**config.mk**
```make
export PLATFORM = sky130hd
export DESIGN_NAME = ex_stage
export DESIGN_NICKNAME = d
export VERILOG_FILES = /design/src/rtl/rw_alu_pkg.sv /design/src/rtl/alu_funct_gen.sv /design/src/rtl/ex_stage.sv
export SDC_FILE = /design/constraint.sdc
export NUM_CORES = 1
export LEC_CHECK = 0
export ABC_AREA = 1
export BUFFER_PORTS_ARGS = -buffer_cell sky130_fd_sc_hd__buf_2
export CORE_MARGIN = 1.5
export CORE_UTILIZATION = 54
export CTS_CLUSTER_DIAMETER = 50
export DETAILED_ROUTE_END_ITERATION = 10
export HOLD_SLACK_MARGIN = 0.05
export PLACE_DENSITY = 0.89
export SLEW_MARGIN = 20
export SYNTH_ARGS = -nofsm -noshare
export SYNTH_HDL_FRONTEND = slang
export SYNTH_SLANG_ARGS = --single-unit
```
**constraint.sdc**
```tcl
create_clock -name clk -period 2.8 [get_ports clk]
set_input_delay 0 -clock clk [delete_from_list [all_inputs] [get_ports clk]]
set_output_delay 0 -clock clk [all_outputs]
set_load 0.01 [all_outputs]
```
**src/rtl/rw_alu_pkg.sv**
```systemverilog
// Shared ALU definitions for the RockWave core: datapath width, funct_alu codes
// and the decoded operation classes.
package rw_alu_pkg;

   localparam int XLEN = 32;

   localparam logic [3:0] FUNCT_ADD  = 4'b0000;
   localparam logic [3:0] FUNCT_SLL  = 4'b0001;
   localparam logic [3:0] FUNCT_SLT  = 4'b0010;
   localparam logic [3:0] FUNCT_SLTU = 4'b0011;
   localparam logic [3:0] FUNCT_XOR  = 4'b0100;
   localparam logic [3:0] FUNCT_SRL  = 4'b0101;
   localparam logic [3:0] FUNCT_OR   = 4'b0110;
   localparam logic [3:0] FUNCT_AND  = 4'b0111;
   localparam logic [3:0] FUNCT_SUB  = 4'b1000;
   localparam logic [3:0] FUNCT_SRA  = 4'b1101;

   typedef enum logic [1:0] {
      OPC_R     = 2'b00,
      OPC_I     = 2'b01,
      OPC_ADDR  = 2'b10,
      OPC_PCREL = 2'b11
   } opclass_e;

endpackage

```
**src/rtl/alu_funct_gen.sv**
```systemverilog
// Maps an instruction's opclass/funct3/funct7b5 to the 4-bit ALU function code.
module alu_funct_gen
   import rw_alu_pkg::*;
(
   input  logic [1:0] opclass,
   input  logic [2:0] funct3,
   input  logic       funct7b5,
   output logic [3:0] funct
);

   always_comb begin
      // NOTE: default assignment first so every path drives funct and no latch is inferred.
      funct = FUNCT_ADD;
      case (opclass)
         OPC_R:   funct = {funct7b5, funct3};
         // Bit 30 only selects SRAI for immediates; ADDI must never become SUB.
         OPC_I:   funct = {(funct3 == 3'b101) ? funct7b5 : 1'b0, funct3};
         default: funct = FUNCT_ADD;
      endcase
   end

endmodule

```
**src/rtl/ex_stage.sv**
```systemverilog
// Execute stage: operand slot E feeds the external ALU, result slot R captures its
// output for writeback; both slots use valid/ready handshakes with full back-pressure.
module ex_stage #(
   parameter int XLEN = rw_alu_pkg::XLEN
) (
   input  logic            clk,
   input  logic            rst_n,
   input  logic            flush,
   input  logic            dec_valid,
   output logic            dec_ready,
   input  logic [XLEN-1:0] dec_rs1,
   input  logic [XLEN-1:0] dec_rs2,
   input  logic [XLEN-1:0] dec_imm,
   input  logic [XLEN-1:0] dec_pc,
   input  logic [2:0]      dec_funct3,
   input  logic            dec_funct7b5,
   input  logic [1:0]      dec_opclass,
   input  logic [4:0]      dec_rd,
   output logic [XLEN-1:0] aluin1,
   output logic [XLEN-1:0] aluin2,
   output logic [3:0]      funct_alu,
   input  logic [XLEN-1:0] aluout,
   output logic            ex_valid,
   input  logic            ex_ready,
   output logic [XLEN-1:0] ex_result,
   output logic [4:0]      ex_rd,
   output logic [XLEN-1:0] ex_rs2
);
   import rw_alu_pkg::*;

   logic            e_valid_q, e_valid_d;
   logic [XLEN-1:0] e_rs1_q, e_rs2_q, e_imm_q, e_pc_q;
   logic [4:0]      e_rd_q;
   logic [1:0]      e_opc_q;
   logic [3:0]      e_funct_q;

   logic            ex_valid_q, ex_valid_d;
   logic [XLEN-1:0] ex_result_q, ex_rs2_q;
   logic [4:0]      ex_rd_q;

   logic [3:0]      dec_funct;
   logic            e_adv, accept, r_load;

   alu_funct_gen u_funct_gen (
      .opclass  (dec_opclass),
      .funct3   (dec_funct3),
      .funct7b5 (dec_funct7b5),
      .funct    (dec_funct)
   );

   assign e_adv     = e_valid_q && (!ex_valid_q || ex_ready);
   assign dec_ready = !e_valid_q || e_adv;
   assign accept    = dec_valid && dec_ready && !flush;
   // Flush wins over an advancing E: the killed instruction never reaches R.
   assign r_load    = e_adv && !flush;

   always_comb begin
      e_valid_d = e_valid_q;
      if (flush)
         e_valid_d = 1'b0;
      else if (accept)
         e_valid_d = 1'b1;
      else if (e_adv)
         e_valid_d = 1'b0;

      ex_valid_d = ex_valid_q;
      if (r_load)
         ex_valid_d = 1'b1;
      else if (ex_ready)
         ex_valid_d = 1'b0;
   end

   always_comb begin
      aluin1    = '0;
      aluin2    = '0;
      funct_alu = '0;
      if (e_valid_q) begin
         aluin1    = (e_opc_q == OPC_PCREL) ? e_pc_q : e_rs1_q;
         aluin2    = (e_opc_q == OPC_R) ? e_rs2_q : e_imm_q;
         funct_alu = e_funct_q;
      end
   end

   // NOTE: datapath registers are reset too, so slot contents are defined (all zero) after reset.
   always_ff @(posedge clk or negedge rst_n) begin
      if (!rst_n) begin
         e_valid_q <= 1'b0;
         e_rs1_q   <= '0;
         e_rs2_q   <= '0;
         e_imm_q   <= '0;
         e_pc_q    <= '0;
         e_rd_q    <= '0;
         e_opc_q   <= '0;
         e_funct_q <= '0;
      end else begin
         // NOTE: non-blocking assignments so every register samples pre-edge values.
         e_valid_q <= e_valid_d;
         if (accept) begin
            e_rs1_q   <= dec_rs1;
            e_rs2_q   <= dec_rs2;
            e_imm_q   <= dec_imm;
            e_pc_q    <= dec_pc;
            e_rd_q    <= dec_rd;
            e_opc_q   <= dec_opclass;
            e_funct_q <= dec_funct;
         end
      end
   end

   always_ff @(posedge clk or negedge rst_n) begin
      if (!rst_n) begin
         ex_valid_q  <= 1'b0;
         ex_result_q <= '0;
         ex_rd_q     <= '0;
         ex_rs2_q    <= '0;
      end else begin
         ex_valid_q <= ex_valid_d;
         if (r_load) begin
            ex_result_q <= aluout;
            ex_rd_q     <= e_rd_q;
            ex_rs2_q    <= e_rs2_q;
         end
      end
   end

   assign ex_valid  = ex_valid_q;
   assign ex_result = ex_result_q;
   assign ex_rd     = ex_rd_q;
   assign ex_rs2    = ex_rs2_q;

endmodule

```
==> run summary <==
The flow ran to the end, and the final reports show no timing, DRC or antenna violations. The final cycle utilization of the critical path is 92.2%, and the number of sinks on the clock net is 210. The combinational power share was 21.2%. The required time of the worst setup path was 3220 ps.

The logs give 55.5% for the starting density of the core and 11500 um for the total routed wire length on the met1 layer. The count of flip-flops with a built-in enable after synthesis was 0. Row generation in the floorplan step produced 46 rows. The measured slew at the worst slew-check pin was 892 ps; the worst slew slack as a fraction of its limit was 40.4%. The run gives 0 as the count of max-cap constraint violations. The tools report the count of final hold-check violations as 0. The relative contribution of the clock network to total power is 34.3%.

In the final design database the tool counted 1690 nets. The I/O pin total is 315. Counting instances in the post-synthesis netlist gives the leading cell types as sky130_fd_sc_hd__nand2_1, sky130_fd_sc_hd__dfrtp_1, sky130_fd_sc_hd__o21ai_0. Yosys printed 0 warnings. For the number of levels the H-tree was split into, the log shows 1. Counting along the longest clock path gives a buffer depth of 3. The number of design rule violations left after detail routing was 0. Net switching is 30.2% of the power. Summed over all nets, wire length on met3 after detailed routing comes to 2960 um. The worst setup path is launched from a flop. Global routing used 37.7% of the available tracks. After filler insertion, the fill cell instance count of the layout stands at 822.

Registers are responsible for 44.6% of the overall power. Entering global routing, the biggest net connects 112 pins. The run gives 0 as the number of setup violations in the final report. The tools report the worst setup path startpoint as e_valid_q. The final standard cell count with taps included and fillers excluded was 1746; the data arrival time at the worst-slack endpoint was 3000 ps. The maximum clock frequency is 387 MHz. IR analysis of the VDD net gives a maximum drop of 0.460 mV. Counting the buffers created by CTS gives 23.

The reg-to-reg critical path startpoint is e_valid_q. The floorplan step defined a die boundary enclosing 17200 um2. The share of synthesized registers carrying an async set or reset came out at 100%.

Yosys attributes the largest share of cell area to sky130_fd_sc_hd__dfrtp_1, sky130_fd_sc_hd__nand2_1, sky130_fd_sc_hd__o21ai_0, sky130_fd_sc_hd__nand3_1, sky130_fd_sc_hd__nor2_1. The first global-routing pass estimated 51700 um of wire. The first TritonRoute pass finished after 5 iterations. For the total setup buffers inserted after CTS, the log shows 0. Wire segments on met2 add up to 16300 um in the final route. The tools report the share of synthesized area occupied by flip-flops and latches as 59.2%. For the final database, setup skew stands at 16.9 ps. The worst setup path category was flop to flop.

Using the TritonRoute via totals, the vias-per-cell ratio works out to 5.61. From bottom edge to top edge, the die measures 131 um. After the first detailed-routing iteration, the DRC count stood at 982. The analysis attributes to cell leakage a power of 7.11 nW. The area of the core region came out at 16000 um2. In the post-synthesis netlist, the cell with the most instances is sky130_fd_sc_hd__nand2_1. STA classifies the critical path endpoint as a flop.

Clock period minus final worst setup slack: 2580 ps. In the final layout, the share of cells above drive strength 1 is 24.2%. The average wire length per cell after detail routing was 19.0 um; the post-synthesis sequential element count was 210.

The count of cell types in the netlist is 16, and the final global-route overflow total is 0. Averaged over all synthesized cells, the footprint is 8.42 um2. The max-slew violation count was 0.

The gate count after technology mapping is 1055, and the number of antenna violations at the first check in global routing is 3. The tightest hold path in the finished design has a slack of 115 ps. The net switching power came out at 2.57 mW.

Setup repair after global routing left no endpoint under its margin. From synthesis to final layout, the design area changed by 47.6%. The sequential standard cell area came out at 5260 um2.

The internal power of the cells totals 5.94 mW. The number of buffers added on ports works out to 314. At the later pin of the worst-skew pair, clock insertion delay measures 510 ps. Once detail routing completed, the nets flagged for antenna violations numbered 0.

The total detailed-routing wirelength was 33200 um; the area occupied by multi-input gates was 3020 um2. Summed over its instances, the top area cell type makes up 59.2% of the synthesized netlist area. TritonCTS built the clock tree. In this run the clock root is driven by a sky130_fd_sc_hd__clkbuf_16. The die is 131 um wide.

For this block, the via count after detailed routing is 9787. Clock-pin slew was measured on the worst setup and hold paths at 60 ps. Synthesis produced a netlist with a net count of 1231. The most used flip-flop cell after synthesis was sky130_fd_sc_hd__dfrtp_1. The power per cell area came out at 650 nW/um2. Placer's final routability congestion estimate: 0.880. The HPWL reported at the end of detailed placement was 16000 um.

Adding up every negative setup slack in the final design gives 0 ps. The cell area that synthesis handed to floorplanning was 8880 um2. Of all cell types, the one taking the most synthesized area is sky130_fd_sc_hd__dfrtp_1. In this run the worst path has a maximum fanout of 100.

The min-delay analysis places its worst path in the category primary input to async pin. Routed signal wires occupy layers up through met4. The via count of the first global-routing pass is 9972.

The placed instance count is 1526.
## area by class of cell
class                           instances  area share, %
Clock buffer                           30           4.90
Timing Repair Buffer                  508           27.0
Clock inverter                          8          0.601
Sequential cell                       210           40.1
Tap cell                              216           2.06
Multi-Input combinational cell        692           23.0
Antenna cell                            3         0.0573
Inverter                               79           2.26
## state kept, by name, summed over array words and instances, names as in the netlist
register   flops
e_pc_q        32
e_funct_q      4
e_rd_q         5
e_rs2_q       32
ex_rd          5
e_imm_q       32
ex_result     32
e_valid_q      1
e_opc_q        2
e_rs1_q       32
ex_valid       1
ex_rs2        32
## metrics by stage
step | total power, mW | utilization [%] | worst slack [ps] | instance area [um2]
after detailed placement | 5.26 | 66.2 | 610 | 10600
final | 8.52 | 81.9 | 219 | 13100
after global routing | 8.84 | 81.9 | 136 | 13100
after floorplan | 4.54 | - | 1610 | 8880
after global placement | 5.18 | 66.2 | 702 | 10600
after CTS | 8.32 | 81.9 | 123 | 13100
## final timing paths
path	endpoint	slack (ps)	cells past startpoint
max	e_funct_q[3]	220	5
min	e_rs1_q[28]	110	2
max reg2reg	e_funct_q[3]	220	5
min reg2reg	e_pc_q[31]	460	2
max in group asynchronous	e_rs2_q[21]	1700	3
min in group clk	e_imm_q[15]	220	6
## cells by family after synthesis
family	share of synthesized area, %
AOI/OAI and AO/OA	11.6
buffers and inverters	7.14
and+or+nand+nor	22.1
DFF	59.2
## worst max-delay path, cell delays in order, from the launching register on
cell	delay, ps
sky130_fd_sc_hd__dfrtp_2	620
sky130_fd_sc_hd__nand3_4	190
sky130_fd_sc_hd__buf_6	600
sky130_fd_sc_hd__nand3_1	260
sky130_fd_sc_hd__o21ai_0	220
sky130_fd_sc_hd__dlygate4sd3_1	570
## layer usage
metal | vias up | global-route usage, %
li1 | 4280 | -
met1 | 4560 | 42.4
met2 | 725 | 64.4
met3 | 222 | 9.14
met4 | 0 | 24.3
met5 | - | 0
## power groups by stage
stage          logic (mW)  clock network (mW)  registers (mW)
4_1_cts              1.67                2.90            3.75
3_3_place_gp         1.42                   0            3.77
2_1_floorplan       0.695                   0            3.85
6_report             1.80                2.92            3.80
5_1_grt              1.94                3.07            3.83
3_5_place_dp         1.47                   0            3.79
## cell usage in the layout, fill, tap and decap left out
cell	count
sky130_fd_sc_hd__clkinv_2	3
sky130_fd_sc_hd__diode_2	3
sky130_fd_sc_hd__buf_12	4
sky130_fd_sc_hd__inv_1	78
sky130_fd_sc_hd__clkbuf_1	3
sky130_fd_sc_hd__dfrtp_1	209
sky130_fd_sc_hd__clkbuf_16	23
sky130_fd_sc_hd__dlygate4sd3_1	179
sky130_fd_sc_hd__clkinv_4	1
sky130_fd_sc_hd__o21ai_0	129
sky130_fd_sc_hd__nand2_1	281
sky130_fd_sc_hd__inv_6	2
sky130_fd_sc_hd__clkinvlp_4	1
sky130_fd_sc_hd__nand2_4	1
sky130_fd_sc_hd__buf_6	1
sky130_fd_sc_hd__inv_2	1
sky130_fd_sc_hd__buf_4	10
sky130_fd_sc_hd__buf_2	313
sky130_fd_sc_hd__a21oi_1	70
sky130_fd_sc_hd__o21ai_1	7
sky130_fd_sc_hd__dfrtp_2	1
sky130_fd_sc_hd__nor2_4	2
sky130_fd_sc_hd__nand3b_1	1
sky130_fd_sc_hd__nand3_4	1
sky130_fd_sc_hd__bufinv_16	1
sky130_fd_sc_hd__clkbuf_8	5
sky130_fd_sc_hd__nand3_1	99
sky130_fd_sc_hd__nor2_1	101
## what timing repair did
action | 4_1_cts | 5_1_grt
setup endpoints to repair | 0 | 3
resized for setup | 0 | 1
endpoints found under the hold margin | 262 | 0
hold buffers | 179 | 0
Note: power is estimated with default switching activity, not from simulation.
